`src/rtl/slc3_mmio_bridge.sv`:
```
// SLC-3 CPU <-> SRAM / board I/O bridge: valid/ready request channel, wait-stated
// SRAM strobes, memory-mapped switch, LED and hex-display registers.
module slc3_mmio_bridge #(
    parameter int                DATA_W      = 16,
    parameter int                ADDR_W      = 16,
    parameter int                WAIT_CYCLES = 2,
    parameter int                NUM_HEX     = 2,
    parameter int                SW_W        = 10,
    parameter logic [ADDR_W-1:0] IO_BASE     = ADDR_W'(16'hFFF0)
) (
    input  logic                  Clk,
    input  logic                  Reset_n,
    input  logic                  req_valid,
    input  logic                  req_we,
    input  logic [ADDR_W-1:0]     req_addr,
    input  logic [DATA_W-1:0]     req_wdata,
    output logic                  req_ready,
    output logic                  rsp_valid,
    output logic [DATA_W-1:0]     rsp_rdata,
    output logic [ADDR_W-1:0]     SRAM_ADDR,
    output logic [DATA_W-1:0]     SRAM_WDATA,
    input  logic [DATA_W-1:0]     SRAM_RDATA,
    output logic                  SRAM_CE_N,
    output logic                  SRAM_OE_N,
    output logic                  SRAM_WE_N,
    input  logic [SW_W-1:0]       SW,
    output logic [SW_W-1:0]       LED,
    output logic [NUM_HEX*16-1:0] HEX_NIB
);

    localparam int               CNT_W    = $clog2(WAIT_CYCLES + 2);
    localparam logic [CNT_W-1:0] CNT_LAST = CNT_W'(WAIT_CYCLES + 1);
    localparam int               HEX_CP   = (DATA_W < 16) ? DATA_W : 16;

    typedef enum logic [2:0] {
        S_IDLE,
        S_SRAM_RD,
        S_SRAM_WR,
        S_IO,
        S_RESP
    } state_t;

    function automatic logic [15:0] to_hex16(input logic [DATA_W-1:0] d);
        logic [15:0] r;
        r = '0;
        for (int i = 0; i < HEX_CP; i++) r[i] = d[i];
        return r;
    endfunction

    function automatic logic [DATA_W-1:0] from_hex16(input logic [15:0] h);
        logic [DATA_W-1:0] r;
        r = '0;
        for (int i = 0; i < HEX_CP; i++) r[i] = h[i];
        return r;
    endfunction

    function automatic logic [DATA_W-1:0] zext_sw(input logic [SW_W-1:0] s);
        logic [DATA_W-1:0] r;
        r = '0;
        for (int i = 0; i < SW_W; i++) r[i] = s[i];
        return r;
    endfunction

    state_t             r_state;
    logic [CNT_W-1:0]   r_cnt;
    logic               r_we;
    logic               r_ready;
    logic               r_rsp_valid;
    logic [DATA_W-1:0]  r_rsp_rdata;
    logic [ADDR_W-1:0]  r_sram_addr;
    logic [DATA_W-1:0]  r_sram_wdata;
    logic               r_ce_n;
    logic               r_oe_n;
    logic               r_we_n;
    logic [SW_W-1:0]    r_sw_s1;
    logic [SW_W-1:0]    r_sw_s2;
    logic [SW_W-1:0]    r_led;
    logic [15:0]        r_hex [NUM_HEX];

    logic [ADDR_W-1:0]      w_off;
    logic [DATA_W-1:0]      w_io_rdata;
    logic [NUM_HEX*16-1:0]  w_hex_nib;

    // The latched address/data registers double as the I/O request operands;
    // the strobes stay high on I/O accesses so the SRAM ignores them.
    assign w_off = r_sram_addr - IO_BASE;

    always_comb begin
        w_io_rdata = '0;
        if (w_off == ADDR_W'(0)) begin
            w_io_rdata = zext_sw(r_sw_s2);
        end else if (w_off == ADDR_W'(1)) begin
            w_io_rdata = zext_sw(r_led);
        end else begin
            for (int k = 0; k < NUM_HEX; k++) begin
                if (w_off == ADDR_W'(k + 2)) w_io_rdata = from_hex16(r_hex[k]);
            end
        end
    end

    always_comb begin
        w_hex_nib = '0;
        for (int k = 0; k < NUM_HEX; k++) w_hex_nib[k*16 +: 16] = r_hex[k];
    end

    always_ff @(posedge Clk or negedge Reset_n) begin
        if (!Reset_n) begin
            r_state      <= S_IDLE;
            r_cnt        <= '0;
            r_we         <= 1'b0;
            r_ready      <= 1'b0;
            r_rsp_valid  <= 1'b0;
            r_rsp_rdata  <= '0;
            r_sram_addr  <= '0;
            r_sram_wdata <= '0;
            r_ce_n       <= 1'b1;
            r_oe_n       <= 1'b1;
            r_we_n       <= 1'b1;
            r_sw_s1      <= '0;
            r_sw_s2      <= '0;
            r_led        <= '0;
            for (int k = 0; k < NUM_HEX; k++) r_hex[k] <= '0;
        end else begin
            r_sw_s1     <= SW;
            r_sw_s2     <= r_sw_s1;
            r_rsp_valid <= 1'b0;
            case (r_state)
                S_IDLE: begin
                    if (req_valid && r_ready) begin
                        r_ready      <= 1'b0;
                        r_we         <= req_we;
                        r_sram_addr  <= req_addr;
                        r_sram_wdata <= req_wdata;
                        r_cnt        <= '0;
                        if (req_addr >= IO_BASE) r_state <= S_IO;
                        else if (req_we)         r_state <= S_SRAM_WR;
                        else                     r_state <= S_SRAM_RD;
                    end else begin
                        r_ready <= 1'b1;
                    end
                end
                // First cycle is address setup; strobes then stay low WAIT_CYCLES+1 cycles.
                S_SRAM_RD: begin
                    if (r_cnt == '0) begin
                        r_ce_n <= 1'b0;
                        r_oe_n <= 1'b0;
                        r_cnt  <= CNT_W'(1);
                    end else if (r_cnt == CNT_LAST) begin
                        r_ce_n      <= 1'b1;
                        r_oe_n      <= 1'b1;
                        r_rsp_rdata <= SRAM_RDATA;
                        r_rsp_valid <= 1'b1;
                        r_state     <= S_RESP;
                    end else begin
                        r_cnt <= r_cnt + CNT_W'(1);
                    end
                end
                S_SRAM_WR: begin
                    if (r_cnt == '0) begin
                        r_ce_n <= 1'b0;
                        r_we_n <= 1'b0;
                        r_cnt  <= CNT_W'(1);
                    end else if (r_cnt == CNT_LAST) begin
                        r_ce_n      <= 1'b1;
                        r_we_n      <= 1'b1;
                        r_rsp_rdata <= '0;
                        r_rsp_valid <= 1'b1;
                        r_state     <= S_RESP;
                    end else begin
                        r_cnt <= r_cnt + CNT_W'(1);
                    end
                end
                S_IO: begin
                    if (r_cnt == '0) begin
                        r_cnt <= CNT_W'(1);
                    end else begin
                        if (r_we) begin
                            if (w_off == ADDR_W'(1)) r_led <= r_sram_wdata[SW_W-1:0];
                            for (int k = 0; k < NUM_HEX; k++) begin
                                if (w_off == ADDR_W'(k + 2)) r_hex[k] <= to_hex16(r_sram_wdata);
                            end
                            r_rsp_rdata <= '0;
                        end else begin
                            r_rsp_rdata <= w_io_rdata;
                        end
                        r_rsp_valid <= 1'b1;
                        r_state     <= S_RESP;
                    end
                end
                S_RESP: begin
                    r_ready <= 1'b1;
                    r_state <= S_IDLE;
                end
                default: begin
                    r_state <= S_IDLE;
                end
            endcase
        end
    end

    assign req_ready  = r_ready;
    assign rsp_valid  = r_rsp_valid;
    assign rsp_rdata  = r_rsp_rdata;
    assign SRAM_ADDR  = r_sram_addr;
    assign SRAM_WDATA = r_sram_wdata;
    assign SRAM_CE_N  = r_ce_n;
    assign SRAM_OE_N  = r_oe_n;
    assign SRAM_WE_N  = r_we_n;
    assign LED        = r_led;
    assign HEX_NIB    = w_hex_nib;

endmodule

```
`config.mk`:
```
export PLATFORM = sky130hd
export DESIGN_NAME = slc3_mmio_bridge
export DESIGN_NICKNAME = d
export VERILOG_FILES = /design/src/rtl/slc3_mmio_bridge.sv
export SDC_FILE = /design/constraint.sdc
export NUM_CORES = 1
export LEC_CHECK = 0
export BUFFER_PORTS_ARGS = -buffer_cell sky130_fd_sc_hd__buf_2
export CELL_PAD_IN_SITES_DETAIL_PLACEMENT = 1
export CELL_PAD_IN_SITES_GLOBAL_PLACEMENT = 1
export CORE_MARGIN = 2
export CORE_UTILIZATION = 39
export CTS_CLUSTER_DIAMETER = 30
export CTS_CLUSTER_SIZE = 24
export DETAILED_ROUTE_END_ITERATION = 6
export GPL_ROUTABILITY_DRIVEN = 0
export HOLD_SLACK_MARGIN = 0.05
export PLACE_DENSITY = 0.84
export SYNTH_ARGS = -nofsm -noshare
export SYNTH_HDL_FRONTEND = slang
export SYNTH_SLANG_ARGS = --single-unit
```
`constraint.sdc`:
```
create_clock -name Clk -period 4.18 [get_ports Clk]
set_input_delay 1.254 -clock Clk [delete_from_list [all_inputs] [get_ports Clk]]
set_output_delay 1.254 -clock Clk [all_outputs]
set_load 0.02 [all_outputs]
```
# Yosys cells after proc, flatten, opt, wreduce, memory -nomap -nowiden
# Index checks and enable logic that the tools add are counted.
# Widths: inputs -> output; s select.
[word_totals]
register_bits = 121
in_bits = 62
output_inout_bits = 95
wordCells = 88
[op_classes]
n_addsub = 2
magnitude_cmp = 1
n_eq_ne = 18
n_mux = 31
bitwise_logic = 1
n_reduce_logical = 19
[ops]
columns = ["operator", "n"]
rows = [
  ["$mux 16", 10],
  ["$pmux 16 s3", 1],
  ["$eq 16x2->1 const B", 2],
  ["$reduce_and 4->1", 5],
  ["$eq 16x1->1 const B", 1],
  ["$ge 16x16->1 const B", 1],
  ["$logic_not 16->1", 1],
  ["$ne 2x2->1 const B", 8],
  ["$sub 16x16->16 const B", 1],
  ["$mux 2", 6],
  ["$mux 3", 4],
  ["$pmux 3 s3", 1],
  ["$reduce_and 2->1", 4],
  ["$eq 3x2->1 const B", 2],
  ["$mux 1", 6],
  ["$pmux 2 s3", 1],
  ["$reduce_and 6->1", 1],
  ["$reduce_bool 3->1", 2],
  ["$pmux 1 s2", 2],
  ["$reduce_bool 2->1", 2],
  ["$eq 3x1->1 const B", 1],
  ["$eq 3x3->1 const B", 1],
  ["$logic_not 3->1", 1],
  ["$ne 3x3->1 const B", 1],
  ["7 further kinds", 7],
]

# Logic depth before layout (Yosys ltp)
# Gate-level depths: netlist (run 1).
[depth]
word_depth = 9
depth_mapped = 7
mapped_depth_nobuf = 7

# Worst setup path after synthesis (run 1)
# Ideal clock, no wire load.
[synth_path]
path_kind = "input to register"
startpoint = "input req_valid"
endpoint = "register r_sram_addr[0] (netlist: SRAM_ADDR[0])"
setup_ns = 0.125
arrival_ns = 2.472
t_required_ns = 4.055
slack_ns = 1.583
path_stages = 4
n_path_buf = 1
path_cell_list = "nand2_1 > nor4_2 > buf_2 > mux2_2"
[synth_via]
elab_chain_len = 2
[synth_lines]
columns = ["item", "line_no", "source"]
rows = [
  ["start, declared", "13", "input logic req_valid,"],
  ["$logic_and 1x1->1", "129", "if (req_valid && r_ready) begin"],
  ["$reduce_and 2->1 (no source line)", "n/a", ""],
  ["end signal, assigned", "132", "r_sram_addr <= req_addr;"],
  ["end, declared", "70", "logic [ADDR_W-1:0] r_sram_addr;"],
]
# Every way passes these cells.
# A chain may end at the register's enable or synchronous reset.

# Final worst setup path (run 1)
[layout_path]
startpoint = "register r_sram_addr[1] (netlist: SRAM_ADDR[1])"
endpoint = "output SRAM_ADDR[1]"
[layout_rtl]
columns = ["item", "line_no", "source"]
rows = [
  ["end, declared", "20", "output logic [ADDR_W-1:0] SRAM_ADDR,"],
]
# No word-level cell between the ends.

==> summary.md, run 1 <==
| Metric | Value |
|---|---|
| Seq cells post-synth | `between 100 and 150` |
| Post-Route WL | `around 14 mm` |
| Setup bufs post-CTS | `0` |
| H-tree Lvls | `4` |
| Worst skew pair latency | `0.41 ns` |
| Post-synth EDFFs | `0` |
| Crit end category | `output pin` |
| Switching Share | `a little over a third` |
| Post-layout util | `between 50% and 60%` |
| Combinational fraction of design power | `between 30% and 40%` |
| HP Class | `reg2reg` |
| Synth Area per Inst | `13.6 um^2` |
| Routed via count | `approximately 3700` |
| WL/cell | `19.2 um` |
| Grt met1 use | `25.3%` |
| Worst setup endpoint | `SRAM_ADDR[1]` |
| CTS tree | `yes` |
| Worst Path Arrival | `1.61 ns` |
| Nets | `just over 600` |
| DRT Pass-1 Iters | `4` |
| Vias in the first global route | `4104` |
| Row cnt | `41` |
| Most frequent cell after synthesis | `dfrtp_1` |
| Slowest CP cell | `dfrtp_1` |
| Final setup vio count | `0` |
| Initial antenna violation count | `1` |
| VDD IR max | `roughly 0.29 mV` |
| Pint | `a little over 3 mW` |
| Syn Std Cell Area | `5080 um^2` |
| Warnings from Yosys | `0` |
| Maximum clock path buffer count | `2` |
| R2r setup slk | `approximately 1.4 ns` |
| Post-route setup TNS | `0 ns` |
| Worst r2r src | `SRAM_ADDR[1]` |
| Buf+Inv Stages, Crit Path | `1` |
| Design Area, Final | `~6700 um^2` |
| FF-to-FF End | `rsp_rdata[11]` |
| CP Class | `reg2out` |
| Fraction of layout cells with a size suffix above 1 | `around half` |
| Syn-to-layout area delta | `31.2%` |
| Status | `complete, no violations` |
| Clk sinks | `121` |
| Leak pwr | `about 3.3 nW` |
| IO buf count | `around 160` |
| Clock buffer count from CTS | `17` |
| Cell taking the most area after synthesis | `dfrtp_1` |
| CTS Root Buffer Type | `clkbuf_16` |
| DRC viols | `0` |
| Post-DP Area | `approximately 6000 um^2` |
| Switching power | `about 1.7 mW` |
| Grt peak-use layer | `met2` |
| First-pass GRT wire length | `around 22 mm` |
| Top cells by area, synth | `dfrtp_1, mux2_2, mux2i_1` |
| Worst Clk Skew | `around 0.015 ns` |
| Final Hold Fails | `0` |
| Synth unique cells | `39` |
| Initial Utilization | `between 40% and 50%` |
| Die width | `between 100 and 150 um` |
| Syn nets | `~440` |
| Core box area | `12700 um^2` |
| Sequential share of power | `between 30% and 40%` |
| Cells on worst reg2reg path | `4` |
| Critical Path Start | `SRAM_ADDR[1]` |
| Fill cell count | `roughly 1300` |
| Final Max Tran Viols | `0` |
| Met2 usage | `a little over a third` |
| Synth cell count leaders | `dfrtp_1, mux2_2, o21ai_0` |
| Critical path launch point type | `register` |
| I/O Pins | `around 160` |
| Peak Freq | `349 MHz` |
| Die area | `between 10000 and 15000 um^2` |
| FFs w/ async S/R, synth | `100%` |
| Slew @ Worst Pin | `0.957 ns` |
| Vias per inst | `around 5.2` |
| Hpwl dp | `about 10 mm` |
| Sequential share of the synthesized area | `between 50% and 60%` |
| Clock share of power | `a little under a third` |
| Largest net degree at the start of global routing | `63` |
| Syn Inst Count | `373` |
| Area taken by multi-input logic gates | `1960 um^2` |
| CP Cell Sequence | `buf_2` |
| Power, Total | `4.76 mW` |
| Seq. cell area | `~3000 um^2` |
| Grt ovf | `0` |
| CP peak stage delay | `between 0.9 and 1 ns` |
| Pwr dens | `714 nW/um^2` |
| Relative slew slack | `a little over a third` |
| Ys flop type | `dfrtp_1` |
| Violation count after the first detailed-route iteration | `110` |
| Logic depth of the worst setup path including buffers | `1` |
| RSZ-0062 raised after global routing | `no` |
| Req. time, crit path | `2.93 ns` |
| Global Route Usage Sum | `a little over a fifth` |
| Max_cap viols | `0` |
| Post-synth top area share | `between 50% and 60%` |
| Max Fanout on Critical Path | `19` |
| Worst hold slack | `around 0.35 ns` |
| Die height | `118 um` |
| CP delay by family, top | `flip-flops` |
| Antenna violation net count after detailed routing | `0` |
| Final period util | `about two thirds` |
| Global routing usage on met3 | `6.47%` |
| Hold buffers post-CTS | `0` |
| CTS clk-pin slew, worst paths | `roughly 0.050 ns` |
| Final Critical Period | `around 2.9 ns` |
| Resize count post-CTS | `0` |
-- per-layer routing --
layer	wire, um	part of all wire, %
met1	5820	42
met2	7230	52
met3	737	5.3
met4	118	0.85
met5	0	0
-- sequential cells by signal (all words and copies together), names as in the netlist, 3 cells and up --
signal,flops
LED,10
SRAM_ADDR,16
HEX_NIB,32
SRAM_WDATA,16
rsp_rdata,16
r_sw_s2,10
r_state,3
r_sw_s1,10
-- how the worst min path moves through the flow --
stage / endpoint / cells after the start / from / slack [ns]
2_1_floorplan: r_sw_s2[0] / 0 / r_sw_s1[0] / 0.33
6_report: r_sw_s2[4] / 0 / r_sw_s1[4] / 0.35
3_3_place_gp: r_sw_s2[6] / 0 / r_sw_s1[6] / 0.33
3_5_place_dp: r_sw_s2[4] / 0 / r_sw_s1[4] / 0.34
5_1_grt: r_sw_s2[4] / 0 / r_sw_s1[4] / 0.35
4_1_cts: r_sw_s2[4] / 0 / r_sw_s1[4] / 0.35
-- worst register-to-register path, delay by kind of cell (launching register included) --
family / cells / cell delay, ns
flip-flops: 1 / 0.91
AND/OR/NAND/NOR: 2 / 1.27
AO/OA/AOI/OAI: 2 / 0.50
-- cells in the final DEF, fill, tap and decap left out, types with 4 or more instances in the layout --
| cell type | count |
|---|---|
| a21oi_1 | 4 |
| a22oi_1 | 13 |
| a2bb2oi_1 | 7 |
| and2_1 | 7 |
| buf_2 | 155 |
| buf_4 | 6 |
| clkbuf_16 | 17 |
| dfrtp_1 | 118 |
| inv_1 | 6 |
| mux2_2 | 82 |
| mux2i_1 | 15 |
| nand2_1 | 12 |
| nand2b_1 | 4 |
| nand4_1 | 8 |
| nor2_1 | 14 |
| nor3_1 | 7 |
| o21ai_0 | 28 |
-- per-stage QoR --
step / cells / setup WS, ns
floorplan: 373 / 1.58
global placement: 693 / 1.38
detailed placement: 693 / 1.37
CTS: 723 / 1.28
global route: 723 / 1.15
finish: 724 / 1.31
-- cell families after synthesis --
family	share of synthesized area, %
simple gates	8.86
compound gates	7.36
flops	59.7
buf+inv	2.14
fa+ha+maj	0.689
mux	21.1
xor+xnor	0.172
-- power by group through the flow --
stage | Sequential, mW | Clock (mW) | Combinational, mW
floorplan | 2.00 | 0 | 0.747
global placement | 1.81 | 0 | 1.43
detailed placement | 1.84 | 0 | 1.48
CTS | 1.82 | 1.50 | 1.48
global route | 1.88 | 1.55 | 1.58
finish | 1.83 | 1.47 | 1.46
-- cell type report --
type,instances,area share (%)
tap,172,3.23
clock buffer,22,7.11
antenna,1,0.0375
timing repair buffer,162,12.6
inverter,7,0.394
multi-input combinational,231,29.3
clock inverter,8,1.80
sequential,121,45.5
Note: power is estimated with default switching activity, not from simulation.
==> run 2: changes to the inputs <==
==> constraint.sdc (replaced) <==
create_clock -name Clk -period 3 [get_ports Clk]
set_input_delay 0.9 -clock Clk [delete_from_list [all_inputs] [get_ports Clk]]
set_output_delay 0.9 -clock Clk [all_outputs]
set_load 0.02 [all_outputs]
==> run 2 against run 1 <==
  * Cell count rose by 0.55%
  * Clock power rose by 63%
  * Clock skew fell by 0.0027 ns
  * Sequential share of layout area is 0.78 points lower
  * Sequential cell count did not move
  * Combinational power grew 44%
  * First-iteration DRC count grew 94%
  * Utilization up 0.92 points
  * Sequential power up 37%
  * Register-to-register slack worse by 0.82 ns
  * Worst hold slack gained 0.0091 ns
  * Non-clock buffer count increased by 4
  * Critical endpoint is now SRAM_ADDR[0]
==> summary.md, run 2 (same netlist as run 1, synthesis figures left out) <==
| Metric | Value |
|---|---|
| Combinational fraction of design power | `a little under a third` |
| Routed via count | `3803` |
| Final setup vio count | `0` |
| Req. time, crit path | `2.10 ns` |
| Cells on worst reg2reg path | `6` |
| FF-to-FF End | `LED[9]` |
| CTS tree | `yes` |
| Post-Route WL | `14.5 mm` |
| Resize count post-CTS | `0` |
| Final Max Tran Viols | `0` |
| Buf+Inv Stages, Crit Path | `2` |
| Grt peak-use layer | `met2` |
| Worst skew pair latency | `approximately 0.43 ns` |
| Grt met1 use | `roughly a quarter` |
| CP peak stage delay | `~0.64 ns` |
| R2r setup slk | `~0.60 ns` |
| Row cnt | `41` |
| Hpwl dp | `a little over 10 mm` |
| WL/cell | `19.9 um` |
| Vias in the first global route | `about 4300` |
| Design Area, Final | `6780 um^2` |
| Most frequent cells in the layout | `buf_2, dfrtp_1, mux2_2` |
| Crit end category | `output pin` |
| Nets | `608` |
| Worst hold slack | `0.355 ns` |
| Initial antenna violation count | `1` |
| Sequential share of power | `35.8%` |
| Post-route setup TNS | `0 ns` |
| Status | `complete, no violations` |
| Worst Path Arrival | `between 1.5 and 2 ns` |
| IO buf count | `~160` |
| Slowest CP cell | `dfrtp_1` |
| Commonest non-fill, non-tap cell in the layout | `buf_2` |
| Relative slew slack | `47.3%` |
| Clock share of power | `between 30% and 40%` |
| Hold buffers post-CTS | `0` |
| Worst Hold Depth | `0` |
| Clk sinks | `approximately 120` |
| Pwr dens | `between 1000 and 1500 nW/um^2` |
| Hold_sp | `r_sw_s1[8]` |
| Setup bufs post-CTS | `0` |
| Clock buffer count from CTS | `17` |
| Die width | `~120 um` |
| CP Cell Sequence | `buf_4 > buf_2` |
| Critical path launch point type | `register` |
| Die height | `roughly 120 um` |
| DRT Pass-1 Iters | `4` |
| Grt ovf | `0` |
| VDD IR max | `between 0.4 and 0.5 mV` |
| CP Class | `reg2out` |
| Final Hold Fails | `0` |
| Global Route Usage Sum | `roughly 22%` |
| Met2 usage | `between 30% and 40%` |
| Worst Clk Skew | `roughly 0.012 ns` |
| Pint | `4.58 mW` |
| Fill cell count | `1339` |
| Violation count after the first detailed-route iteration | `213` |
| HP Class | `reg2reg` |
| First-pass GRT wire length | `about 24 mm` |
| Die area | `roughly 14000 um^2` |
| CTS clk-pin slew, worst paths | `approximately 0.060 ns` |
| Largest net degree at the start of global routing | `62` |
| DRC viols | `0` |
| Core box area | `around 13000 um^2` |
| Switching power | `~2.4 mW` |
| Switching Share | `34.6%` |
| Antenna violation net count after detailed routing | `0` |
| Max Fanout on Critical Path | `12` |
| Global routing usage on met3 | `6.56%` |
| Worst r2r src | `r_cnt[0]` |
| CTS Root Buffer Type | `clkbuf_16` |
| Peak Freq | `411 MHz` |
| RSZ-0062 raised after global routing | `no` |
| Slew @ Worst Pin | `0.785 ns` |
| Leak pwr | `roughly 3.3 nW` |
| Maximum clock path buffer count | `2` |
| Initial Utilization | `40.1%` |
| H-tree Lvls | `4` |
| Post-DP Area | `between 6000 and 7000 um^2` |
| Syn-to-layout area delta | `33.5%` |
| Fraction of layout cells with a size suffix above 1 | `between 50% and 60%` |
| I/O Pins | `between 150 and 200` |
| Max reg flops | `32` |
| Max_cap viols | `0` |
| Final period util | `81.1%` |
| Vias per inst | `approximately 5.2` |
| Worst Hold End | `r_sw_s2[8]` |
| CP delay by family, top | `flip-flops` |
| Final Critical Period | `between 2 and 2.5 ns` |
[run 2: cell types whose count changed in the layout (fill, tap and decap cells not counted)]
| cell | change |
|---|---|
| clkbuf_8 | -2 |
| buf_4 | +4 |
| clkinv_4 | +2 |
| nor4_1 | +1 |
| nor4_2 | -1 |
| clkbuf_1 | -2 |
| bufinv_16 | +4 |
| clkinv_2 | -2 |
[run 2: worst max path at each step]
stage / startpoint / endpoint / slack, ns / cells past startpoint
6_report: SRAM_ADDR[0] / SRAM_ADDR[0] / 0.57 / 2
5_1_grt: r_cnt[0] / LED[9] / 0.48 / 6
4_1_cts: SRAM_ADDR[0] / SRAM_ADDR[0] / 0.54 / 2
3_5_place_dp: r_cnt[0] / LED[9] / 0.60 / 6
3_3_place_gp: r_cnt[0] / LED[7] / 0.68 / 6
2_1_floorplan: req_valid / SRAM_ADDR[0] / 0.76 / 4
[run 2: area by class of cell]
cell class | instances | area (um^2) | share of cell area, %
multi-input cells | 231 | 1950 | 28.8
flip-flops and latches | 121 | 3030 | 44.7
diodes | 1 | 2.50 | 0.0369
well taps | 172 | 215 | 3.17
inverters | 7 | 26.3 | 0.387
repair buffers | 166 | 871 | 12.8
clock buffers | 18 | 439 | 6.47
clock inverters | 12 | 248 | 3.65
[run 2: power by group through the flow]
stage | registers [mW] | logic, mW | clock network [mW]
global placement | 2.49 | 2.04 | 0
CTS | 2.51 | 2.13 | 2.43
detailed placement | 2.53 | 2.11 | 0
finish | 2.51 | 2.10 | 2.40
global route | 2.59 | 2.27 | 2.51
floorplan | 2.79 | 1.04 | 0
[run 2: layer usage]
metal / routed length [um] / vias to the layer above
met4: 224 / 0
li1: - / 1720
met1: 5890 / 1945
met5: 0 / -
met3: 854 / 19
met2: 7500 / 119
[run 2: worst reg2reg max path, cell delays in order (launching register included)]
cell and delay (ns):
dfrtp_1 0.39, inv_1 0.07, ha_1 0.28, and4bb_2 0.36, nand4_4 0.16, nor4_4 0.62
mux2_2 0.42
[run 2: stage by stage]
stage	worst slack [ns]	util, %	instances	total power, mW
CTS	0.545	53.5	727	7.07
global placement	0.676	48.1	697	4.52
floorplan	0.757	-	373	3.83
finish	0.568	53.5	728	7.00
global route	0.480	53.5	727	7.37
detailed placement	0.595	48.1	697	4.64
